$ cat config.mk
export PLATFORM = sky130hd
export DESIGN_NAME = piso_shift_register_param
export DESIGN_NICKNAME = d
export VERILOG_FILES = /design/src/rtl/piso_shift_register_param.sv
export SDC_FILE = /design/constraint.sdc
export NUM_CORES = 1
export LEC_CHECK = 0
export CELL_PAD_IN_SITES_DETAIL_PLACEMENT = 0
export CELL_PAD_IN_SITES_GLOBAL_PLACEMENT = 1
export CORE_MARGIN = 1.5
export CORE_UTILIZATION = 35
export DETAILED_ROUTE_END_ITERATION = 16
export GPL_TIMING_DRIVEN = 0
export PLACE_DENSITY = 0.78
export SLEW_MARGIN = 20
export SYNTH_ARGS = -nofsm -noshare
export SYNTH_HDL_FRONTEND = slang
export SYNTH_SLANG_ARGS = --single-unit
$ cat constraint.sdc
create_clock -name Clk_In -period 2.3 [get_ports Clk_In]
set_clock_uncertainty 0.2 [all_clocks]
set_input_delay 0.23 -clock Clk_In [delete_from_list [all_inputs] [get_ports Clk_In]]
set_output_delay 0.23 -clock Clk_In [all_outputs]
set_load 0.02 [all_outputs]
$ cat src/rtl/piso_shift_register_param.sv
// Parameterised parallel-in/serial-out shift register with a load handshake,
// per-frame length, selectable bit order, shift enable and gapless back-to-back frames.
module piso_shift_register_param #(
    parameter int   WIDTH      = 32,
    parameter logic FILL_BIT   = 1'b0,
    parameter logic IDLE_LEVEL = 1'b0,
    localparam int  LEN_W      = $clog2(WIDTH + 1)
) (
    input  logic             Clk_In,
    input  logic             Reset_In,
    input  logic             Load_Valid_In,
    output logic             Load_Ready_Out,
    input  logic [WIDTH-1:0] Parallel_Data_In,
    input  logic [LEN_W-1:0] Length_In,
    input  logic             Msb_First_In,
    input  logic             Shift_En_In,
    output logic             Serial_Data_Out,
    output logic             Serial_Valid_Out,
    output logic             Busy_Out,
    output logic             Frame_Done_Out,
    output logic [WIDTH-1:0] Shift_Register_Out
);

    typedef enum logic [0:0] {
        ST_IDLE  = 1'b0,
        ST_SHIFT = 1'b1
    } state_t;

    state_t           state_r;
    logic [WIDTH-1:0] shift_r;
    logic [LEN_W-1:0] count_r;
    logic             msb_first_r;
    logic             frame_done_r;

    logic             in_shift_s;
    logic             last_bit_s;
    logic             ready_s;
    logic             load_s;
    logic [LEN_W-1:0] eff_len_s;

    // A zero or oversized length request means a full-width frame.
    function automatic logic [LEN_W-1:0] effective_length(input logic [LEN_W-1:0] len);
        if ((len == {LEN_W{1'b0}}) || (len > LEN_W'(WIDTH))) begin
            return LEN_W'(WIDTH);
        end else begin
            return len;
        end
    endfunction

    assign in_shift_s = (state_r == ST_SHIFT);
    assign last_bit_s = in_shift_s && (count_r == LEN_W'(1)) && Shift_En_In;
    // Accepting a word on the last-bit cycle is what makes frames gapless.
    assign ready_s    = (!in_shift_s) || last_bit_s;
    assign load_s     = Load_Valid_In && ready_s;
    assign eff_len_s  = effective_length(Length_In);

    // Frame state machine: load, shift, count down and flag frame completion.
    always_ff @(posedge Clk_In or posedge Reset_In) begin
        if (Reset_In) begin
            state_r      <= ST_IDLE;
            shift_r      <= {WIDTH{1'b0}};
            count_r      <= {LEN_W{1'b0}};
            msb_first_r  <= 1'b0;
            frame_done_r <= 1'b0;
        end else begin
            frame_done_r <= last_bit_s;
            if (load_s) begin
                shift_r     <= Parallel_Data_In;
                count_r     <= eff_len_s;
                msb_first_r <= Msb_First_In;
                state_r     <= ST_SHIFT;
            end else if (in_shift_s && Shift_En_In) begin
                if (msb_first_r) begin
                    shift_r <= {shift_r[WIDTH-2:0], FILL_BIT};
                end else begin
                    shift_r <= {FILL_BIT, shift_r[WIDTH-1:1]};
                end
                count_r <= count_r - LEN_W'(1);
                if (count_r == LEN_W'(1)) begin
                    state_r <= ST_IDLE;
                end else begin
                    state_r <= ST_SHIFT;
                end
            end else begin
                state_r <= state_r;
            end
        end
    end

    assign Load_Ready_Out     = ready_s;
    assign Serial_Data_Out    = in_shift_s ? (msb_first_r ? shift_r[WIDTH-1] : shift_r[0]) : IDLE_LEVEL;
    assign Serial_Valid_Out   = in_shift_s;
    assign Busy_Out           = in_shift_s;
    assign Frame_Done_Out     = frame_done_r;
    assign Shift_Register_Out = shift_r;

endmodule

==> results of run 1 <==
-- placed cells by master (no fill, tap or decap), drive strengths merged, types with 4 or more instances in the layout --
cell type and n:
buf 8, a21oi 6, nor2 8, nand2 39
clkbuf 18, mux2 32, o21ai 31, inv 4
clkdlybuf4s50 76, mux2i 32, dfrtp 41
-- cells by family after synthesis --
logic type / synth area share
simple gates: 0.1256
flops: 0.4169
mux: 0.2781
fa+ha+maj: 0.01017
buf+inv: 0.04524
compound gates: 0.1240
-- synth_stat cells (all sizes together) --
master | instances | area share
nand2b | 3 | 0.0076
nor2b | 3 | 0.0086
nor3b | 2 | 0.011
o21a | 1 | 0.0031
mux2 | 32 | 0.15
a21oi | 6 | 0.014
mux2i | 32 | 0.13
nor2 | 8 | 0.012
o211ai | 1 | 0.0031
nand3b | 2 | 0.0061
o22ai | 1 | 0.0051
a32o | 1 | 0.0041
a31oi | 3 | 0.0076
clkbuf | 10 | 0.015
a21o | 1 | 0.0031
nor3 | 2 | 0.0041
a31o | 1 | 0.0036
nand3 | 3 | 0.0061
inv | 4 | 0.0061
dfrtp | 41 | 0.42
o32a | 1 | 0.0041
a211oi | 1 | 0.0031
nor4b | 1 | 0.0036
a41o | 1 | 0.0041
buf | 9 | 0.024
ha | 2 | 0.010
and4 | 2 | 0.0071
o21ai | 31 | 0.063
nand2 | 39 | 0.059
a41oi | 1 | 0.0066
-- what timing repair did --
item	in CTS	in global routing
buffers inserted	0	0
setup endpoints to repair	2	1
hold buffers	1	0
hold endpoints to repair	11	0
resized for setup	1	2
-- power breakdown --
group / internal (mW) / switching [mW]
logic: 0.995 / 0.922
registers: 0.995 / 0.292
clock network: 0.272 / 0.252
total: 2.26 / 1.47
-- state kept, by name (all words and copies together) (netlist names) --
name                count
Shift_Register_Out     32
count_r                 6
msb_first_r             1
Frame_Done_Out          1
Busy_Out                1
-- layer usage --
metal | part of all wire | up-vias
li1 | - | 1036
met3 | 0.039 | 4
met5 | 0 | -
met4 | 0.0077 | 0
met2 | 0.47 | 42
met1 | 0.48 | 989
-- final timing paths --
kind / depth (start not counted) / slack [ns] / from / endpoint
hold / removal: 2 / 0.18 / Shift_En_In / Frame_Done_Out
setup / recovery: 6 / 0.13 / count_r[1] / Load_Ready_Out
max in group asynchronous: 4 / 0.90 / Reset_In / count_r[1]
setup reg to reg: 7 / 0.24 / count_r[0] / Shift_Register_Out[12]
min in group asynchronous: 3 / 0.55 / Reset_In / Shift_Register_Out[7]
hold reg to reg: 2 / 0.34 / Shift_Register_Out[5] / Shift_Register_Out[5]
-- cell type report --
| class | instances | area (µm²) |
|---|---|---|
| multi-input combinational | 181 | 1324 |
| sequential | 41 | 1026 |
| timing repair buffer | 80 | 812.0 |
| inverter | 4 | 15.01 |
| tap | 96 | 120.1 |
| clock buffer | 7 | 96.34 |
| buffer | 18 | 95.09 |
| fill | 627 | 3301 |
| clock inverter | 1 | 5.005 |
-- per-stage QoR --
step	hold WS [ns]	cells	instance area, µm²	setup TNS [ns]	utilization
after global placement	0.3200	419	3362	-1.879	0.4948
after floorplan	0.1354	245	2461	0	-
final	0.1795	428	3493	0	0.5142
after global routing	0.1817	428	3493	0	0.5142
after CTS	0.1528	428	3488	0	0.5134
after detailed placement	0.3064	420	3382	-0.1217	0.4978
==> flow_summary.toml, run 1 <==
[detailed_routing]
drc_errors = 0
route.detailed.vias_per_inst = 4.839
first_iter_violations = 109
first_pass_detailed_route_iteration_total = 4
routed-via-count = 2071
drtAntennaViolNets = 0
avgRoutedWirePerCell_um = 14.31
detail_route.wirelength_mm = 6.125

[logic_synthesis]
syn-cell-area_mm2 = 0.002461
synth_seq_area_share = 0.4169
synthCells = 245
syn_avg_cell_area_um2 = 10.05
syn_nets = 290
yosys_warning_count = 0
ys_types = 39
synth.ff_latch_count = 41

[worst_setup_path]
critPathCaptureType = "output pin"
timing.critical_path.max_delay_family = "simple AND/OR/NAND/NOR gates"
crit_arrival_ns = 1.74
critPathMaxFanout = 5
cpMaxStageDelayCell = "dfrtp_1"
cpPeakStageDelay_ns = 0.39
critPathLaunchType = "flip-flop"
critical_path_cell_by_cell = "inv_1 > ha_1 > nor3b_4 > nand3_1 > nand2_1 > dlygate4sd2_1"
worst_path_bufs_invs = 2
worst-setup-path-type = "flip-flop to output pin"
critical_path_required_ns = 1.87

[global_route]
global_route.usage.total = 0.1700
grtUsageMet3 = 0.03507
global_route.usage.met2 = 0.2699
grt_overflow_total = 0
grt_first_pass_wirelength_mm = 10.23
top_usage_layer = "met2"
number_of_antenna_violations_at_the_first_check_in_global_routing = 0
first_global_vias = 2034
grt_max_degree = 31
gr-usage-met1 = 0.2383

[cells_and_area]
final_nets = 376
layout-drive-gt1-share = 0.1235
area_delta_synth_final_pct = 41.94
antenna_cells = 0

[sta]
grt_setup_unrepaired = "no"
timing.final.hold_violations = 0
max_freq_mhz = 461.7
min_period_ns = 2.166
worst_pin_slew_ns = 0.6035
timing.final.max_slew_violations = 0
slew_headroom = 0.5977
timing.final.crit_share = 0.9417
report.final.setup_viol = 0
post-route-worst-setup-slack_ns = 0.1341

[pwr]
power.total_mw = 3.728
vdd_ir_drop_max_uv = 489.6
powerDensity_mw_per_mm2 = 1067
total_leakage_power_nw = 1.662

[run]
cap_viol_max_count = 0

[clock_network]
cts_htree_levels = 2
clkSinkCount = 41
clock_tree.buffer_depth = 2
cts_root_buf = "clkbuf_8"
tritoncts = "done"
insertion_delay_ns = 0.29
clkSlewWorstSetupHoldPaths_ns = 0.08
cts-buffers-inserted = 5

[floorplanning]
core_region_area_mm2 = 0.006794
initial_utilization = 0.3622
fp.dieH_um = 86.86
die_width_um = 86.86
die-area_mm2 = 0.007544
ioPinCount = 80
rows = 30

[placed_design]
pre_cts_ws_ns = -0.03703
numPortBuffers = 78
detailedPlacementHpwl_mm = 4.490
routabilityCongestion = 0.7417

[min_path]
hold_path.class = "input pin to flip-flop"

[run_status]
run_status = "complete, no violations"
Note: power is estimated with default switching activity, not from simulation.
==> inputs of run 2 (changes only) <==
--- a/config.mk
+++ b/config.mk
@@ -10,6 +10,7 @@
 export CORE_MARGIN = 1.5
 export CORE_UTILIZATION = 35
 export DETAILED_ROUTE_END_ITERATION = 16
+export GPL_ROUTABILITY_DRIVEN = 0
 export GPL_TIMING_DRIVEN = 0
 export PLACE_DENSITY = 0.78
 export SLEW_MARGIN = 20
==> results of run 2 <==
Same layout as run 1: the final DEF is identical, and so are final timing and power.
==> inputs of run 3 (changes only) <==
--- a/config.mk
+++ b/config.mk
@@ -12,6 +12,7 @@
 export DETAILED_ROUTE_END_ITERATION = 16
 export GPL_ROUTABILITY_DRIVEN = 0
 export GPL_TIMING_DRIVEN = 0
+export HOLD_SLACK_MARGIN = 0.1
 export PLACE_DENSITY = 0.78
 export SLEW_MARGIN = 20
 export SYNTH_ARGS = -nofsm -noshare
==> results of run 3 <==
Same layout as run 1: the final DEF is identical, and so are final timing and power.
